File: config.mk
export PLATFORM = sky130hd
export DESIGN_NAME = raw_buffer_ctrl
export DESIGN_NICKNAME = d
export VERILOG_FILES = /design/src/rtl/raw_buffer_ctrl.sv
export SDC_FILE = /design/constraint.sdc
export NUM_CORES = 1
export LEC_CHECK = 0
export CAP_MARGIN = 20
export CELL_PAD_IN_SITES_DETAIL_PLACEMENT = 0
export CELL_PAD_IN_SITES_GLOBAL_PLACEMENT = 1
export CORE_AREA = 2 2 71 73
export DETAILED_ROUTE_END_ITERATION = 10
export DIE_AREA = 0 0 73 75
export PLACE_DENSITY_LB_ADDON = 0.3
export REMOVE_ABC_BUFFERS = 1
export SETUP_SLACK_MARGIN = 0.4
export SYNTH_ARGS = -nofsm -noshare
export SYNTH_HDL_FRONTEND = slang
export SYNTH_SLANG_ARGS = --single-unit
File: constraint.sdc
create_clock -name source_clk -period 3.7 [get_ports source_clk]
set_input_delay 0.37 -clock source_clk [delete_from_list [all_inputs] [get_ports source_clk]]
set_output_delay 0.37 -clock source_clk [all_outputs]
set_load 0.01 [all_outputs]
File: src/rtl/raw_buffer_ctrl.sv
// raw_buffer_ctrl: acquisition sequencer for one antenna capture buffer feeding the FFT.
//
// Each acquisition pulses the buffer reset, waits for the buffer to report full,
// passes the FFT's ready through to the buffer's source side, and counts RUNS
// completed output batches before reporting done.
// Runs entirely in the source (FFT) clock domain. buf_ready comes from the sink
// domain and is brought in through a two-flop synchronizer.
//
// Optional feature: define RAW_BUFFER_CTRL_AUTO_REARM_EN so that a finished
// acquisition rearms itself (DONE -> RST) until abort, instead of returning to IDLE.
//
// Ports:
//   source_clk        clock, FFT/output domain
//   reset             synchronous active-high reset
//   start             pulse, begins an acquisition (IDLE only)
//   abort             pulse, ends the acquisition and returns to IDLE
//   buf_reset         reset to the capture buffer
//   buf_ready         buffer-full flag (asynchronous to source_clk)
//   buf_valid/sop/eop buffer source-side framing
//   fft_ready         downstream ready
//   buf_source_ready  ready to the buffer, fft_ready gated by STREAM
//   busy              any state except IDLE
//   done              one-cycle completion pulse
//   error             sticky; cleared by an accepted start or reset
//   batch_count       batches completed in this acquisition
module raw_buffer_ctrl #(
  parameter int RUNS         = 4,
  parameter int RESET_CYCLES = 4,
  parameter int FILL_TIMEOUT = 8192
) (
  input  logic                       source_clk,
  input  logic                       reset,
  input  logic                       start,
  input  logic                       abort,
  output logic                       buf_reset,
  input  logic                       buf_ready,
  input  logic                       buf_valid,
  input  logic                       buf_sop,
  input  logic                       buf_eop,
  input  logic                       fft_ready,
  output logic                       buf_source_ready,
  output logic                       busy,
  output logic                       done,
  output logic                       error,
  output logic [$clog2(RUNS+1)-1:0]  batch_count
);

  localparam int BW    = $clog2(RUNS + 1);
  localparam int CMAX  = (FILL_TIMEOUT > RESET_CYCLES) ? FILL_TIMEOUT : RESET_CYCLES;
  localparam int CW    = $clog2(CMAX + 1);

  localparam logic [BW-1:0] RUNS_B    = BW'(RUNS);
  localparam logic [CW-1:0] RST_LOAD  = CW'(RESET_CYCLES - 1);
  localparam logic [CW-1:0] FILL_LAST = CW'(FILL_TIMEOUT - 1);

  typedef enum logic [2:0] {
    S_IDLE,
    S_RST,
    S_FILL,
    S_STREAM,
    S_DONE
  } state_t;

  state_t          state_q, state_d;
  logic [CW-1:0]   cnt_q, cnt_d;        // RST hold countdown, then FILL timeout count
  logic            armed_q, armed_d;    // rdy_s seen low since entering FILL
  logic            open_q, open_d;      // sop seen, eop not yet seen
  logic            error_d;
  logic [BW-1:0]   count_d, count_inc;
  logic            rdy_meta, rdy_s;
  logic            proto_err;

  // Saturating increment; the counter must never wrap past RUNS.
  assign count_inc = (batch_count == RUNS_B) ? batch_count : batch_count + 1'b1;

  // NOTE: combinational blocks use blocking '=' and assign every output a default
  // at the top, so no path can leave a signal unassigned and infer a latch.
  always_comb begin
    state_d          = state_q;
    cnt_d            = cnt_q;
    armed_d          = armed_q;
    open_d           = open_q;
    error_d          = error;
    count_d          = batch_count;
    proto_err        = 1'b0;
    buf_reset        = 1'b0;
    buf_source_ready = 1'b0;
    busy             = (state_q != S_IDLE);
    done             = 1'b0;

    case (state_q)
      S_IDLE: begin
        // abort wins over a simultaneous start.
        if (start && !abort) begin
          state_d = S_RST;
          cnt_d   = RST_LOAD;
          error_d = 1'b0;
          count_d = '0;
        end
      end

      S_RST: begin
        buf_reset = 1'b1;
        if (cnt_q == '0) begin
          state_d = S_FILL;
          cnt_d   = '0;
          armed_d = 1'b0;
        end else begin
          cnt_d = cnt_q - 1'b1;
        end
      end

      S_FILL: begin
        // A ready flag still high from the previous acquisition is stale; only
        // a rising flag after at least one low sample means this fill is done.
        if (!rdy_s) armed_d = 1'b1;
        if (armed_q && rdy_s) begin
          state_d = S_STREAM;
          open_d  = 1'b0;
        end else if (cnt_q == FILL_LAST) begin
          state_d = S_IDLE;
          error_d = 1'b1;
        end else begin
          cnt_d = cnt_q + 1'b1;
        end
      end

      S_STREAM: begin
        buf_source_ready = fft_ready;
        if (buf_valid) begin
          if (buf_sop && open_q)                proto_err = 1'b1;
          if (buf_eop && !buf_sop && !open_q)   proto_err = 1'b1;
          if (buf_eop)      open_d = 1'b0;
          else if (buf_sop) open_d = 1'b1;
        end
        if (proto_err || !rdy_s) begin
          state_d = S_IDLE;
          error_d = 1'b1;
        end else if (buf_valid && buf_eop) begin
          count_d = count_inc;
          if (count_inc == RUNS_B) state_d = S_DONE;
        end
      end

      S_DONE: begin
        done = 1'b1;
`ifdef RAW_BUFFER_CTRL_AUTO_REARM_EN
        state_d = S_RST;
        cnt_d   = RST_LOAD;
        count_d = '0;
`else
        state_d = S_IDLE;
`endif
      end

      default: state_d = S_IDLE;
    endcase

    // Abort discards whatever this cycle would have done; error and count hold.
    if (abort && (state_q != S_IDLE)) begin
      state_d = S_IDLE;
      error_d = error;
      count_d = batch_count;
    end
  end

  // NOTE: sequential state uses non-blocking '<=' so every flop samples the
  // pre-edge values regardless of statement order.
  always_ff @(posedge source_clk) begin
    if (reset) begin
      state_q     <= S_IDLE;
      cnt_q       <= '0;
      armed_q     <= 1'b0;
      open_q      <= 1'b0;
      error       <= 1'b0;
      batch_count <= '0;
      rdy_meta    <= 1'b0;
      rdy_s       <= 1'b0;
    end else begin
      state_q     <= state_d;
      cnt_q       <= cnt_d;
      armed_q     <= armed_d;
      open_q      <= open_d;
      error       <= error_d;
      batch_count <= count_d;
      rdy_meta    <= buf_ready;
      rdy_s       <= rdy_meta;
    end
  end

endmodule

# After elaboration in Yosys (flattened, before gate mapping)
# Cells that the tools add are included.
# word_totals
regBits	25
ram_bits	0
rom_bits	0
inputBits	9
out_inout_bits	8
latch_bits	0
n_memories	0
elab_cells	99
# op_classes
order_cmp	0
shifts	0
n_mul	0
muxes	38
add_sub_neg	3
n_eq_ne	22
div	0
bitwise	1
n_reduce_logical	27
# op_table
op	count
$mux W14	4
$pmux W14 S3	1
$mux W3	11
$ne A2 B2 Y1 const B	11
$mux W1	17
$add A14 B1 Y14 const B	1
$eq A14 B13 Y1 const B	1
$logic_not A14 Y1	1
$sub A14 B1 Y14 const B	1
$ne A3 B3 Y1 const B	4
$pmux W3 S4	1
$reduce_and A5 Y1	2
$eq A3 B3 Y1 const B	3
$reduce_bool A3 Y1	3
$reduce_and A4 Y1	2
$logic_and A1 B1 Y1	7
$eq A3 B2 Y1 const B	2
$pmux W3 S2	1
$reduce_and A6 Y1	1
$reduce_bool A2 Y1	3
$logic_not A1 Y1	4
$pmux W1 S2	2
$add A3 B1 Y3 const B	1
$eq A3 B1 Y1 const B	1
other kinds (6)	6

# Depth between registers and ports, before layout
# logic_depth
ltp_word	9
mapped_depth	9
ltp_nobuf	7

# Worst setup path after synthesis
# Ideal clock, no wire load.
# synth_path
kind	flip-flop to flip-flop
startpoint	register cnt_q[0]
endpoint	register cnt_q[2]
n_path_buf	0
setup_ns	0.117
required_ns	3.583
t_arrival_ns	2.010
path_stages_with_launch	8
synth_period_minus_slack_ns	2.128
slack_ns	1.572
cell_sequence	dfxtp_1 -> inv_1 -> ha_1 -> or4b_4 -> and4bb_2 -> nor2_2 -> a221o_1 -> a32o_1
# synth_between
elab_chain_len	4
word_cells_on_any_way	10
classes_between	2 x add/sub; 2 x eq/ne; 4 x mux; 2 x reduce/logical
# synth_lines
element	line	text
start, declared	65	logic [CW-1:0] cnt_q, cnt_d;
start signal, assigned	181	cnt_q <= cnt_d;
$add A14 B1 Y14	124	cnt_d = cnt_q + 1'b1;
$mux W14	120	end else if (cnt_q == FILL_LAST) begin
$mux W14	117	if (armed_q && rdy_s) begin
$pmux W14 S3	91	case (state_q)
# Several ways; a longest one is shown, not always the timed one. The select of a mux whose other input is x is not followed.
# A chain may end at the register's enable or synchronous reset.

# Worst setup path in the final report
# layout_path
startpoint	register cnt_q[0]
endpoint	register cnt_q[8]
# Same word-level chain as after synthesis.

==> flow_metrics.env <==
export IMPL_p_leak_nw=0.705
export IMPL_synthArstFlopShare=0
export IMPL_finalHoldViolations=0
export IMPL_drv_slew=0
export IMPL_min_path_type="register to register"
export IMPL_outcome="completed"
export IMPL_dp_slack_ns=1.12
export IMPL_htreeDepth=1
export IMPL_hold_path_end="rdy_s"
export IMPL_final_util=0.450
export IMPL_synth_avg_cell_area_um2=7.64
export IMPL_timing_fmax_ghz=0.391
export IMPL_nets=268
export IMPL_final_layout_size_suffix_gt1_frac=0.0711
export IMPL_p_int_mw=0.424
export IMPL_power_frac_seq=0.462
export IMPL_place_inst=303
export IMPL_setup_ws_ns=1.15
export IMPL_required_ns=3.92
export IMPL_place_gp_congestion=0.852
export IMPL_synth_edff_count=0
export IMPL_setup_viol=0
export IMPL_tritoncts="done"
export IMPL_synth_top_flop_cell="dfxtp_1"
export IMPL_p_per_area_nw_per_um2=303
export IMPL_insertedDiodeCount=0
export IMPL_endpoint_kind="register"
export IMPL_io_buffers=16
export IMPL_die_y_um=75
export IMPL_arrival_ns=2.77
export IMPL_antenna_found_initial=0
export IMPL_ys_warnings_count=0
export IMPL_fin_hold_ws_ns=0.446
export IMPL_fp_dieW_um=73
export IMPL_rrSetupSlack_ns=1.15
export IMPL_cts_root_buf="clkbuf_8"
export IMPL_slowest_delay_ns=0.66
export IMPL_drt_wirelength_per_cell_um=16.0
export IMPL_ys_types=59
export IMPL_pwr_share_comb=0.269
export IMPL_core_um2=4660
export IMPL_setup_tns_ns=0
export IMPL_insertion_delay_ns=0.28
export IMPL_cts_buffers=3
export IMPL_drcViolationCount=0
export IMPL_holdCritStartpoint="rdy_meta"
export IMPL_worstMarginPinSlew_ns=0.771
export IMPL_rsz0062_at_grt="false"
export IMPL_cts_hold_repair_buffers=0
export IMPL_track_usage=0.187
export IMPL_period_minus_slack_ns=2.55
export IMPL_cts_reportedPaths_clkPinSlew_ns=0.10
export IMPL_ant_nets=0
export IMPL_crit_path_cell_trace="ha_1, nand4_1, or4_4, a211oi_2, a21oi_1, o2bb2ai_1"
export IMPL_skew_ns=0.0102
export IMPL_dpl_hpwl_um=3480
export IMPL_placed_cell_area_um2=2050
export IMPL_synthesis_area_um2=1890
export IMPL_p_total_mw=0.635
export IMPL_drt_total_wl_um=4900
export IMPL_row_count=25
export IMPL_grt_pass1_wl_um=8160
export IMPL_worst_path_max_fanout=11
export IMPL_fillCellCount=497
export IMPL_cts_setup_buffers=0
export IMPL_final_area_um2=2100
export IMPL_max_cap_viol_count=0
export IMPL_cp_slowest_cell="a211oi_2"
export IMPL_cts_sinks=25
export IMPL_start_util=0.406
export IMPL_min_path_cells=1
export IMPL_postSynthCellCount=248
export IMPL_viasPerCell=6.11
export IMPL_fin_crit_sh=0.690
export IMPL_dieArea_um2=5480
export IMPL_grt_pass1_vias=1673
export IMPL_fin_cells=307
export IMPL_drt_iter0_drc=160
export IMPL_reg2reg_depth=6
export IMPL_max_slew_margin=0.485
export IMPL_reg2reg_to="cnt_q[8]"
export IMPL_start_kind="register"
export IMPL_num_vias=1875
export IMPL_switching_share=0.332
export IMPL_drt_first_pass_iters=4
export IMPL_p_clk_frac=0.269
export IMPL_grt_overflow_total=0
export IMPL_cts_resized_gates=0
export IMPL_ir_drop_v=0.000149
export IMPL_clk_path_buf_depth=2
export IMPL_ys_ff_latch=25
export IMPL_grt_max_degree=17
export IMPL_rr_startpoint="cnt_q[0]"
export IMPL_path_class="register to register"
export IMPL_area_growth_pct=10.7
export IMPL_p_switching_mw=0.211
export IMPL_io_pins=17
export IMPL_yosysSeqAreaShare=0.264
==> how the worst max path moves through the flow <==
stage	slack, ns	cells past startpoint	from	end
6_report	1.15	6	cnt_q[0]	cnt_q[8]
5_1_grt	0.93	6	cnt_q[1]	cnt_q[8]
4_1_cts	1.10	6	cnt_q[1]	cnt_q[8]
3_5_place_dp	1.12	6	cnt_q[1]	cnt_q[7]
3_3_place_gp	1.19	6	cnt_q[0]	cnt_q[4]
2_1_floorplan	1.53	6	cnt_q[1]	cnt_q[4]
==> cell usage in the layout, fill, tap and decap left out, drive strengths merged, types with 4 or more instances in the layout <==
master         instances
and2                   4
nand2                 23
dfxtp                 25
nand3b                 4
inv                    7
a22o                   4
a21o                   4
a21oi                 14
nor3b                  5
clkdlybuf4s50         16
nand4                  6
o21ai                 10
nor2b                  4
xnor2                  5
a211oi                 4
a32o                   5
nand3                 13
a31oi                  4
nor2                  20
nor3                   9
nor4                   6
ha                     5
==> synthesized netlist by cell type (all sizes together) (4+ instances only) <==
master	n	area, um^2
dfxtp	25	500
nand2	23	86.3
nor2	20	77.6
a21oi	14	70.1
nand3	13	65.1
o21ai	10	50.1
clkbuf	9	33.8
nor3	9	45.0
buf	8	52.6
inv	7	26.3
nand4	6	37.5
nor4	6	43.8
a32o	5	50.1
ha	5	62.6
nor3b	5	37.5
xnor2	5	43.8
a211oi	4	35.0
a21o	4	30.0
a22o	4	35.0
a31oi	4	25.0
and2	4	25.0
nand3b	4	30.0
nor2b	4	25.0
==> critical path, delay by kind of cell, from the launching register on <==
kind	cells	cell delay, ns
and+or+nand+nor	2	0.84
AOI/OAI and AO/OA	3	0.92
DFF	1	0.47
adders and majority gates	1	0.27
==> power groups by stage <==
stage / registers [mW] / logic, mW / clock network (mW)
global route: 0.296 / 0.191 / 0.185
floorplan: 0.296 / 0.116 / 0
global placement: 0.299 / 0.170 / 0
finish: 0.294 / 0.171 / 0.171
detailed placement: 0.300 / 0.168 / 0
CTS: 0.293 / 0.170 / 0.176
==> area by class of cell <==
cell class / instances / area, um^2 / area share
multi-input combinational: 198 / 1280 / 0.609
clock buffer: 3 / 41.3 / 0.0197
timing repair buffer: 18 / 175 / 0.0835
clock inverter: 1 / 5.00 / 0.00239
inverter: 8 / 30.0 / 0.0143
tap: 54 / 67.6 / 0.0322
sequential: 25 / 500 / 0.239
==> per-layer routing <==
layer / up-vias / share of wire / track usage
li1: 946 / - / -
met1: 889 / 0.53 / 0.282
met2: 35 / 0.44 / 0.290
met3: 5 / 0.029 / 0.0201
met4: 0 / 0.0063 / 0.0309
met5: - / 0 / 0
==> state kept, by name, indices dropped and copies added (netlist names) <==
name         flops
batch_count      3
armed_q          1
rdy_s            1
open_q           1
rdy_meta         1
cnt_q           14
error            1
state_q          3
==> cell families after synthesis <==
logic type | share of synthesized area
buffers and inverters | 0.0614
XOR/XNOR | 0.0324
AND/OR/NAND/NOR | 0.335
AO/OA/AOI/OAI | 0.274
flip-flops | 0.264
adder cells (fa/ha/maj) | 0.0330
Note: power is estimated with default switching activity, not from simulation.
==> variant (same flow settings) <==
Add a define of `RAW_BUFFER_CTRL_AUTO_REARM_EN`.
--- a/src/rtl/raw_buffer_ctrl.sv
+++ b/src/rtl/raw_buffer_ctrl.sv
@@ -24,4 +24,6 @@
 //   error             sticky; cleared by an accepted start or reset
 //   batch_count       batches completed in this acquisition
+`define RAW_BUFFER_CTRL_AUTO_REARM_EN
+
 module raw_buffer_ctrl #(
   parameter int RUNS         = 4,
Check against the original RTL: no difference found for any inputs over 10 cycles, from zero or initial values and one cycle with reset high; that may be too few to reach the edited logic, so the function may still have changed.
==> variant against the unedited design <==
- cell area rose by 6.1%
- via count is 12% higher
- sequential cell count did not move
- critical endpoint is now buf_reset
- synthesized area rose by 8.3%
- worst setup slack worse by 0.20 ns
- wire length grew 18%
- register-to-register slack got worse by 0.03 ns
- die area is the same
- hold slack improved by 0.0046 ns
Power is not compared: it rests on default switching activity, and its combinational part moved more than twofold at a synthesized area within 25%.
==> variant: results (changes against the unedited design) <==
| Metric | Value |
|---|---|
| Outcome | completed (unchanged) |
| Detail-routed via count per cell | 6.55 (was 6.11) |
| DR pass1 iterations | 5 (was 4) |
| CTS H-tree depth | 1 (unchanged) |
| Clock buffer depth | 2 (unchanged) |
| Clock Latency Late Sink | 0.28 ns (about the same) |
| Postcts setup bufs | 0 (unchanged) |
| Async SR Flop Fraction | 0% (unchanged) |
| Commonest cells in the synthesized netlist | dfxtp_1 (25), nand2_1 (23), nor2_1 (20) (was dfxtp_1 (25), nand2_1 (23), nor2_1 (19)) |
| Sw Share | 48.7% |
| CP arrival | 2.39 ns (was 2.77 ns) |
| Clk root buf | clkbuf_8 (unchanged) |
| GRT Total Usage | 22.7% (was 18.7%) |
| Clock share of power | 14.1% |
| Yosys Warn Count | 0 (unchanged) |
| Vias in the first global route | 1864 (was 1673) |
| Antenna Cells | 0 (unchanged) |
| Remaining Overflow, GRT | 0 (unchanged) |
| Combinational power share | 57.1% |
| Worst Tran Pin Value | 0.770 ns (was 0.771 ns) |
| Unique masters post-synth | 71 (was 59) |
| Area contributors post-synth | dfxtp_1 (24%), nand2_1 (4.2%), o21ai_0 (3.9%) (was dfxtp_1 (26%), nand2_1 (4.6%), nor2_1 (3.8%)) |
| Cts repair resizes | 0 (unchanged) |
| Initial antenna violation count | 0 (unchanged) |
| Clock Pin Slew Worst Setup and Hold Paths | 0.10 ns (about the same) |
| Crit path largest cell delay | 0.62 ns (was 0.66 ns) |
| Critical path's top delay family | buffers and inverters (was compound AO/OA/AOI/OAI gates) |
| Peak VDD IR | 0.000340 V |
| First-pass GRT wire length | 9.57 mm (was 8.16 mm) |
| Critical path peak fanout | 12 (was 11) |
| Fill cell count | 471 (was 497) |
| DRT Wirelength | 5.77 mm (was 4.90 mm) |
| Leakage power | 0.758 nW |
| Slowest CP cell | clkdlybuf4s50_1 (was a211oi_2) |
| Biggest regs | cnt_q (14), batch_count (3), state_q (3) (unchanged) |
| Most used DFF post-synth | dfxtp_1 (unchanged) |
| Total Nets Final | 283 (was 268) |
| Detail Placement HPWL | 4.05 mm (was 3.48 mm) |
| Placer Congestion | 0.869 (was 0.852) |
| Fraction of layout cells with a size suffix above 1 | 7.09% (was 7.11%) |
| Largest net degree at the start of global routing | 17 (unchanged) |
| Number of flops mapped to enable cells by yosys | 0 (unchanged) |
| Clock skew | 0.00517 ns (was 0.0102 ns) |
| Total CTS buffers | 3 (unchanged) |
| Drt first-iter violations | 259 (was 160) |
| PortBufs | 16 (unchanged) |
| Hold Path Class | reg -> reg (unchanged) |
| Post-synthesis sequential area ratio | 24.4% (was 26.4%) |
[variant: final cells by class]
cell class	count	area, µm²	area share [%]
Timing Repair Buffer	18	175	7.87
Sequential cell	25	500	22.5
Tap cell	54	67.6	3.04
Multi-Input combinational cell	210	1400	62.7
Clock buffer	3	41.3	1.85
Clock inverter	1	5.00	0.225
Inverter	11	41.3	1.85
[variant: through the flow]
stage | setup slack, ns | power [W] | std cells | utilization (%) | area, µm²
finish | 0.942 | 0.00125 | 322 | 47.8 | 2230
global route | 0.836 | 0.00134 | 322 | 47.8 | 2230
CTS | 0.961 | 0.00124 | 322 | 47.8 | 2230
detailed placement | 1.06 | 0.00106 | 318 | 46.8 | 2180
global placement | 1.12 | 0.00107 | 318 | 46.8 | 2180
floorplan | 1.71 | 0.000839 | 246 | - | 1940
[variant: worst paths after layout]
| kind | start | cells past startpoint | slack [ns] | endpoint |
|---|---|---|---|---|
| worst min-delay path | rdy_meta | 1 | 0.45 | rdy_s |
| worst max-delay path | state_q[0] | 3 | 0.94 | buf_reset |
| worst min register to register | rdy_meta | 1 | 0.45 | rdy_s |
| worst max register to register | state_q[0] | 5 | 1.12 | cnt_q[11] |
[variant: routing by layer]
layer / up-vias / GRT usage, % / part of all wire (%)
li1: 1025 / - / -
met1: 967 / 34.0 / 48
met2: 107 / 32.3 / 42
met3: 10 / 4.42 / 8.2
met4: 0 / 7.20 / 1.6
met5: - / 0 / 0
[variant: logic make-up (layout without fill, tap and decap cells)]
group                    Yosys count  after routing  share of synthesized area, %
AO/OA/AOI/OAI                     85             85                          29.8
XOR/XNOR                           4              4                          1.71
flip-flops                        25             25                          24.4
AND/OR/NAND/NOR                  113            113                          32.0
multiplexers                       3              3                          1.52
adder cells (fa/ha/maj)            5              5                          3.05
buffers and inverters             29             33                          7.62
